===== src/rtl/synth_pkg.sv =====
// Shared constants and voice state encoding for the oscillator datapath.
// Imported by the phase accumulator and its adder.
package synth_pkg;

  localparam int PHASE_W = 16;

  typedef enum logic [1:0] {
    IDLE  = 2'd0,
    RUN   = 2'd1,
    DRAIN = 2'd2
  } state_t;

endpackage


===== src/rtl/phase_accumulator_adder.sv =====
// 16-bit ripple-carry adder feeding the oscillator phase register.
// Sum and carry out are purely combinational.
module SixteenBitFullAdder
  import synth_pkg::*;
(
  input  logic [PHASE_W-1:0] a,
  input  logic [PHASE_W-1:0] b,
  input  logic               c_in,
  output logic [PHASE_W-1:0] sum,
  output logic               c_out
);

  logic [PHASE_W:0] cy;

  always_comb begin
    cy    = '0;
    sum   = '0;
    cy[0] = c_in;
    for (int i = 0; i < PHASE_W; i++) begin
      sum[i]  = a[i] ^ b[i] ^ cy[i];
      cy[i+1] = (a[i] & b[i]) | (cy[i] & (a[i] ^ b[i]));
    end
    c_out = cy[PHASE_W];
  end

endmodule


===== src/rtl/phase_accumulator.sv =====
// Gated oscillator phase accumulator with click-free note release.
// Define PHASE_HARD_SYNC_EN to add the hard_sync input.
module phase_accumulator
  import synth_pkg::*;
#(
  parameter int OUT_W = 8
) (
  input  logic               clk,
  input  logic               reset,
  input  logic               sample_tick,
  input  logic [PHASE_W-1:0] freq_word,
  input  logic               freq_valid,
  output logic               freq_ready,
  input  logic               gate,
`ifdef PHASE_HARD_SYNC_EN
  input  logic               hard_sync,
`endif
  output logic [OUT_W-1:0]   phase_out,
  output logic               phase_valid,
  output logic               wrap
);

  logic [PHASE_W-1:0] phase;
  logic [PHASE_W-1:0] inc;
  logic [PHASE_W-1:0] pend;
  logic               pend_v;
  state_t             state;

  logic [PHASE_W-1:0] sum;
  logic               c_out;
  logic [PHASE_W-1:0] nxt_phase;
  logic               nxt_wrap;
  state_t             tick_state;
  state_t             nxt_state;
  logic               sync;

`ifdef PHASE_HARD_SYNC_EN
  assign sync = hard_sync;
`else
  assign sync = 1'b0;
`endif

  assign freq_ready = !pend_v;

  SixteenBitFullAdder u_add (
    .a     (phase),
    .b     (inc),
    .c_in  (1'b0),
    .sum   (sum),
    .c_out (c_out)
  );

  // Tick outcome under the current state first; gate moves apply after.
  always_comb begin
    nxt_phase  = phase;
    nxt_wrap   = 1'b0;
    tick_state = state;
    if (state == IDLE) nxt_phase = '0;
    if (sample_tick) begin
      unique case (state)
        IDLE: nxt_phase = '0;
        RUN: begin
          if (sync) begin
            nxt_phase = '0;
            nxt_wrap  = 1'b1;
          end else begin
            nxt_phase = sum;
            nxt_wrap  = c_out;
          end
        end
        DRAIN: begin
          if (sync || c_out) begin
            nxt_phase  = '0;
            nxt_wrap   = 1'b1;
            tick_state = IDLE;
          end else if (inc == '0) begin
            nxt_phase  = '0;
            tick_state = IDLE;
          end else begin
            nxt_phase = sum;
          end
        end
        default: begin
          nxt_phase  = '0;
          tick_state = IDLE;
        end
      endcase
    end
  end

  always_comb begin
    nxt_state = tick_state;
    unique case (tick_state)
      IDLE:    nxt_state = gate ? RUN : IDLE;
      RUN:     nxt_state = gate ? RUN : DRAIN;
      DRAIN:   nxt_state = gate ? RUN : DRAIN;
      default: nxt_state = IDLE;
    endcase
  end

  always_ff @(posedge clk) begin
    if (reset) begin
      phase       <= '0;
      inc         <= '0;
      pend        <= '0;
      pend_v      <= 1'b0;
      state       <= IDLE;
      phase_out   <= '0;
      phase_valid <= 1'b0;
      wrap        <= 1'b0;
    end else begin
      phase <= nxt_phase;
      state <= nxt_state;
      if (sample_tick) begin
        phase_out   <= nxt_phase[PHASE_W-1 -: OUT_W];
        phase_valid <= 1'b1;
        wrap        <= nxt_wrap;
        if (pend_v) begin
          inc    <= pend;
          pend_v <= 1'b0;
        end
      end else begin
        phase_valid <= 1'b0;
        wrap        <= 1'b0;
      end
      if (freq_valid && !pend_v) begin
        pend   <= freq_word;
        pend_v <= 1'b1;
      end
    end
  end

endmodule


===== config.mk =====
export PLATFORM = sky130hd
export DESIGN_NAME = phase_accumulator
export DESIGN_NICKNAME = d
export VERILOG_FILES = /design/src/rtl/synth_pkg.sv /design/src/rtl/phase_accumulator_adder.sv /design/src/rtl/phase_accumulator.sv
export SDC_FILE = /design/constraint.sdc
export NUM_CORES = 1
export LEC_CHECK = 0
export CORE_UTILIZATION = 55
export CTS_CLUSTER_DIAMETER = 150
export DETAILED_ROUTE_END_ITERATION = 6
export PLACE_DENSITY = 0.89
export SKIP_CTS_REPAIR_TIMING = 1
export SLEW_MARGIN = 20
export SYNTH_ARGS = -nofsm -noshare
export SYNTH_HDL_FRONTEND = slang
export SYNTH_SLANG_ARGS = --single-unit

===== constraint.sdc =====
create_clock -name clk -period 9 [get_ports clk]
set_input_delay 2.7 -clock clk [delete_from_list [all_inputs] [get_ports clk]]
set_output_delay 2.7 -clock clk [all_outputs]
set_load 0.01 [all_outputs]

==> metrics.txt, run 1 <==
status=finished, final reports clean; number of buffers added on ports=31; H-Tree Depth=3; Antenna Nets Post-Route=0; initial drt markers=100; Critical Path RT=about 9.3 ns; TritonCTS Buffers=9; Final Wtd Congestion=around 0.86; sequential-to-total area share from yosys stat=0.432; Post-Syn Area per Cell=just over 8 µm²; clock power share=0.433; R2R depth=22; Comb pwr share=0.075; Worst R2R End=state[0]$_SDFF_PP0_; Worst VDD drop=143 µV; P_int=between 0.0004 and 0.0005 W; adder-cell area share of the yosys netlist=0.137; fillcell total=370; Final period util=0.871; # clock sinks=roughly 60; area grow syn2layout=19.0%; vias per cell=between 5 and 6; post-detail-place hpwl=3970 µm; max_slew headroom=0.372; post-synth cell types=28; first drt pass iteration count=7; xor and xnor area share after synthesis=0; final setup TNS=0 ns; worst slew pin tran=0.941 ns; post-synthesis compound-gate area fraction=0.153; RSZ-0062 raised after global routing=no; multiplexer share of the synthesized area=0; Setup Skew=~0.0046 ns; Power Density=between 150 and 200 nW/µm²; CTS tree=built; combinational family with the most area after synthesis=simple AND/OR/NAND/NOR gates; Synth Register Bits=61; DP Area=3160 µm²; P_sw=0.000142 W; wire per inst=12.5 µm; vias in the first global route=approximately 2200; CP startpoint kind=flip-flop; Cell Count, Final, Fillers Out=between 400 and 500; CP most frequent cell=fa_1; number of max-cap violations=0; Total GRT Usage=0.237; cell chosen for the clock root=clkbuf_8; worst skew pair latency=roughly 0.35 ns; first-pass GRT wire length=~9500 µm; clock buffer depth=2; Initial Util=0.583; Vias=~2200; Reg-to-Reg Start=inc[0]$_SDFFE_PP0P_; DP Worst Slack=1.25 ns; post-synth net total=roughly 380; post-detailed-route DRC marker count=0; placed instance count=423; Critical-path top delay cell=o311a_4; global route overflow=0; Die Y=approximately 74 µm; endpoints failing hold=0; worst setup path startpoint=inc[0]$_SDFFE_PP0P_; Post-Synth Simple-Gate Area=0.195; Fmax achieved=~130 MHz; die area=between 5000 and 6000 µm²; maximum fanout along the worst path=11; final wirelength=around 5500 µm; Die Wd=~74 µm; Design Area, Final=between 3000 and 4000 µm²; critical path's largest stage delay=0.50 ns; Final Slew Violations=0; cell area after synthesis=roughly 2800 µm²; Final WS setup=1.16 ns; Synth Warn #=0; crit path capture=state[0]$_SDFF_PP0_; Worst Path Class, Setup=reg2reg; fin crit period=a little under 8 ns; clk slew on worst S/H paths=0.07 ns; Final nets=between 400 and 500; Flop pwr share=0.492; largest net degree at the start of global routing=55; critical path arrival=8.09 ns; Worst setup EP type=flip-flop; Core Region=4850 µm²; antenna cells=0; critical-path cell list=ha_1, inv_1, fa_1, fa_1, fa_1, fa_1, fa_1, fa_1, fa_1, fa_1, fa_1, fa_1, fa_1, fa_1, fa_1, fa_1, fa_1, nand2_1, a41oi_1, o311a_4, ha_1, nor4b_1; cell count after synthesis=340; Hold Crit Class=reg2reg; antenna violations before repair=0; Sw Share=0.248; R2R Setup Slk=~1.2 ns; final setup vio count=0; Final Power=0.000570 W; standard-cell rows=25; leak pwr=1.10 nW; I/O pin total=32; share of layout cells above drive strength 1=0.0618
logic make-up (layout without fill, tap and decap cells):
group | Yosys count | count (layout)
AO/OA/AOI/OAI | 77 | 77
adder cells (fa/ha/maj) | 22 | 22
buffers and inverters | 61 | 93
flip-flops | 61 | 61
AND/OR/NAND/NOR | 119 | 119
metrics by stage:
| step | hold slack, ns | utilization |
|---|---|---|
| 2_1_floorplan | 0.425 | - |
| 3_3_place_gp | 0.438 | 0.653 |
| 3_5_place_dp | 0.447 | 0.653 |
| 4_1_cts | 0.456 | 0.694 |
| 5_1_grt | 0.469 | 0.694 |
| 6_report | 0.456 | 0.694 |
synthesized netlist by cell type:
master	count	area [µm²]
and4_1	1	8.76
buf_2	1	5.00
o21ai_0	8	40.0
nand2b_1	10	62.6
inv_2	1	3.75
nor3b_1	1	7.51
o21a_1	1	7.51
dfxtp_1	61	1220
nor2_1	9	33.8
ha_1	7	87.6
nand3_1	1	5.00
inv_1	43	161
nor4b_1	1	8.76
nor3_1	2	10.0
fa_1	15	300
clkinv_1	1	3.75
nor4_2	4	50.1
nand4_1	1	6.26
or3_1	7	43.8
o311a_4	1	21.3
clkbuf_1	14	52.6
a41oi_1	1	8.76
a21oi_1	56	280
nor2b_1	2	12.5
and2_1	1	6.26
nand2_1	79	297
o211ai_1	10	75.1
buf_4	1	7.51
final cells by class:
type	instances	area, µm²	area share
inverter	45	169	0.0502
timing repair buffer	32	318	0.0945
sequential	61	1220	0.363
clock inverter	6	62.6	0.0186
clock buffer	10	138	0.0409
multi-input combinational	218	1370	0.408
tap	67	83.8	0.0249
worst max-delay path: cells and delay by family, from the launching register on:
| family | cells | cell delay (ns) |
|---|---|---|
| adders and majority gates | 17 | 6.28 |
| AOI/OAI and AO/OA | 2 | 0.65 |
| and+or+nand+nor | 2 | 0.39 |
| DFF | 1 | 0.36 |
| buffers and inverters | 1 | 0.05 |
how the worst min path moves through the flow:
stage	slack [ns]	end	start	depth (start not counted)
floorplan	0.43	phase[10]$_SDFF_PP0_	phase[10]$_SDFF_PP0_	2
global placement	0.44	phase[13]$_SDFF_PP0_	phase[13]$_SDFF_PP0_	2
detailed placement	0.45	pend[9]$_SDFFE_PP0P_	pend[9]$_SDFFE_PP0P_	2
CTS	0.46	pend[9]$_SDFFE_PP0P_	pend[9]$_SDFFE_PP0P_	2
global route	0.47	inc[2]$_SDFFE_PP0P_	pend[2]$_SDFFE_PP0P_	2
finish	0.46	pend[2]$_SDFFE_PP0P_	pend[2]$_SDFFE_PP0P_	2
cell usage in the layout, fill, tap and decap left out, types with 2 or more instances in the layout:
cell type and n:
nand2b_1 10, fa_1 15, o21ai_0 8, ha_1 7, or3_1 7, clkdlybuf4s50_1 31, dfxtp_1 61, inv_1 43
nand2_1 79, nor2_1 9, o211ai_1 10, clkinvlp_4 3, nor3_1 2, clkinv_2 2, nor4_2 4, nor2b_1 2
clkbuf_8 10, a21oi_1 56
layer usage:
layer	track usage	vias to the layer above	part of all wire
met5	0	-	0
met4	0.107	0	0.022
met1	0.288	1011	0.45
li1	-	1143	-
met3	0.0754	15	0.051
met2	0.385	64	0.48
power groups by stage:
stage | sequential (W) | clock (W) | combinational [W]
4_1_cts | 0.000280 | 0.000249 | 0.0000430
5_1_grt | 0.000281 | 0.000262 | 0.0000483
3_3_place_gp | 0.000286 | 0 | 0.0000420
2_1_floorplan | 0.000286 | 0 | 0.0000276
6_report | 0.000281 | 0.000247 | 0.0000431
3_5_place_dp | 0.000287 | 0 | 0.0000428
flip-flops by register name (all words and copies together), names as in the netlist:
register     cells
pend            16
inc             16
phase           16
wrap             1
pend_v           1
phase_out        8
state            2
phase_valid      1
(Power assumes the default switching activity.)
==> run 2, diff against run 1 <==
--- a/config.mk
+++ b/config.mk
@@ -5,10 +5,13 @@
 export SDC_FILE = /design/constraint.sdc
 export NUM_CORES = 1
 export LEC_CHECK = 0
-export CORE_UTILIZATION = 55
+export CAP_MARGIN = 20
+export CELL_PAD_IN_SITES_DETAIL_PLACEMENT = 0
+export CELL_PAD_IN_SITES_GLOBAL_PLACEMENT = 1
+export CORE_UTILIZATION = 42
 export CTS_CLUSTER_DIAMETER = 150
 export DETAILED_ROUTE_END_ITERATION = 6
-export PLACE_DENSITY = 0.89
+export PLACE_DENSITY = 0.9
 export SKIP_CTS_REPAIR_TIMING = 1
 export SLEW_MARGIN = 20
 export SYNTH_ARGS = -nofsm -noshare
==> metrics.txt, run 2 (synthesis results as in run 1) <==
met2 Use GR=0.273 (was 0.385); # clock sinks=61 (unchanged); Final Power=0.000624 W (was 0.000570 W); Power Density=183 nW/µm² (was 170 nW/µm²); CP startpoint kind=flip-flop (unchanged); number of max-cap violations=0 (unchanged); Vias=2215 (was 2233); Worst Path Class, Setup=reg2reg (unchanged); vias in the first global route=2180 (was 2157); CTS tree=built (unchanged); cell chosen for the clock root=clkbuf_8 (unchanged); die area=7060 µm² (was 5430 µm²); Worst VDD drop=127 µV (was 143 µV); post-detail-place hpwl=3950 µm (was 3970 µm); Critical Path RT=9.19 ns (was 9.25 ns); clock buffer depth=2 (unchanged); final setup TNS=0 ns (unchanged); critical path arrival=8.04 ns (was 8.09 ns); worst slew pin tran=0.965 ns (was 0.941 ns); Fin Hold WS=0.453 ns (was 0.456 ns); commonest non-fill, non-tap cell in the layout=nand2_1 (unchanged); Initial Util=0.440 (was 0.583); Final period util=0.873 (was 0.871); global route overflow=0 (unchanged); first-pass GRT wire length=9800 µm (was 9530 µm); Cell Count, Final, Fillers Out=448 (was 439); share of layout cells above drive strength 1=0.0647 (was 0.0618); met3 Track Usage GR=0.0406 (was 0.0754); Core Region=6420 µm² (was 4850 µm²); Total GRT Usage=0.177 (was 0.237); failing checks=DRC; first drt pass iteration count=6 (was 7); number of buffers added on ports=31 (unchanged); hold path start=pend[7]$_SDFFE_PP0P_ (was pend[2]$_SDFFE_PP0P_); status=complete, but fails checks (was finished, final reports clean); final setup vio count=0 (unchanged); Antenna Nets Post-Route=0 (unchanged); fin crit period=7.85 ns (was 7.84 ns); Die Wd=84.1 µm (was 73.7 µm); antenna violations before repair=0 (unchanged); Hold Crit Class=reg2reg (unchanged); Final nets=409 (was 410); final wirelength=5630 µm (was 5500 µm); wire per inst=12.6 µm (was 12.5 µm); post-detailed-route DRC marker count=2 (was 0); antenna cells=0 (unchanged); standard-cell rows=29 (was 25); leak pwr=1.13 nW (was 1.10 nW); placed instance count=432 (was 423); Setup Skew=0.0112 ns (was 0.00457 ns); Worst setup EP type=flip-flop (unchanged); H-Tree Depth=3 (unchanged); commonest cells after routing, fill and taps aside=nand2_1 (79), dfxtp_1 (61), a21oi_1 (56), inv_1 (43), clkdlybuf4s50_1 (30) (was nand2_1 (79), dfxtp_1 (61), a21oi_1 (56), inv_1 (43), clkdlybuf4s50_1 (31)); Final Slew Violations=0 (unchanged); RSZ-0062 raised after global routing=no (unchanged); worst skew pair latency=0.35 ns (about the same); I/O pin total=32 (unchanged); endpoints failing hold=0 (unchanged); clk slew on worst S/H paths=0.07 ns (about the same); largest registers=inc x16, pend x16, phase x16 (unchanged); Top Usage Layer GRT=met2 (unchanged); maximum fanout along the worst path=11 (unchanged); area grow syn2layout=20.8% (was 19.0%); vias per cell=4.94 (was 5.09); worst setup path startpoint=inc[0]$_SDFFE_PP0P_ (unchanged); Die Y=84.1 µm (was 73.7 µm); max_slew headroom=0.356 (was 0.372); TritonCTS Buffers=9 (unchanged); Final Wtd Congestion=0.808 (was 0.861); M1 GR Usage=0.228 (was 0.288); Fmax achieved=127 MHz (was 128 MHz); largest net degree at the start of global routing=55 (unchanged); initial drt markers=118 (was 100); Reg-to-Reg Start=inc[0]$_SDFFE_PP0P_ (unchanged)
==> run 2: final cells by class <==
class                           count  area, µm²
Clock buffer                       10        138
Clock inverter                      6        110
Fill cell                         606       3010
Inverter                           45        169
Multi-Input combinational cell    218       1380
Sequential cell                    61       1220
Tap cell                           77       96.3
Timing Repair Buffer               31        305
==> run 2: worst max-delay path, cell delays in order, from the launching register on <==
cell and delay, ns:
dfxtp_1 0.37, ha_1 0.15, inv_1 0.05, fa_1 0.39
fa_1 0.41, fa_1 0.40, fa_1 0.39, fa_1 0.39
fa_1 0.39, fa_1 0.40, fa_1 0.40, fa_1 0.39
fa_1 0.39, fa_1 0.40, fa_1 0.39, fa_1 0.41
fa_1 0.40, fa_1 0.41, nand2_1 0.08, a41oi_1 0.15
o311a_4 0.50, inv_2 0.05, ha_1 0.22, nor2_1 0.11
nor4b_1 0.06
==> run 2: final timing paths <==
path | end | slack [ns] | cells after the start
min | inc[7]$_SDFFE_PP0P_ | 0.45 | 2
min reg2reg | inc[7]$_SDFFE_PP0P_ | 0.45 | 2
max reg2reg | state[0]$_SDFF_PP0_ | 1.15 | 24
max | state[0]$_SDFF_PP0_ | 1.15 | 24
==> run 2: metrics by stage <==
step           utilization  area (µm²)  setup slack, ns
3_3_place_gp         0.493        3160             1.37
5_1_grt              0.532        3410            0.876
2_1_floorplan            -        2830             1.59
3_5_place_dp         0.493        3160             1.23
6_report             0.532        3410             1.15
4_1_cts              0.531        3410             1.17
==> run 2: layer usage <==
metal  share of wire  vias up
met5               0        -
met4           0.023        0
met3           0.034       10
met2            0.47       46
met1            0.48     1017
li1                -     1142
==> run 2: power breakdown <==
part           switching (W)  internal, W
combinational      0.0000256    0.0000180
sequential        0.00000407     0.000276
clock               0.000109     0.000191
total               0.000139     0.000485
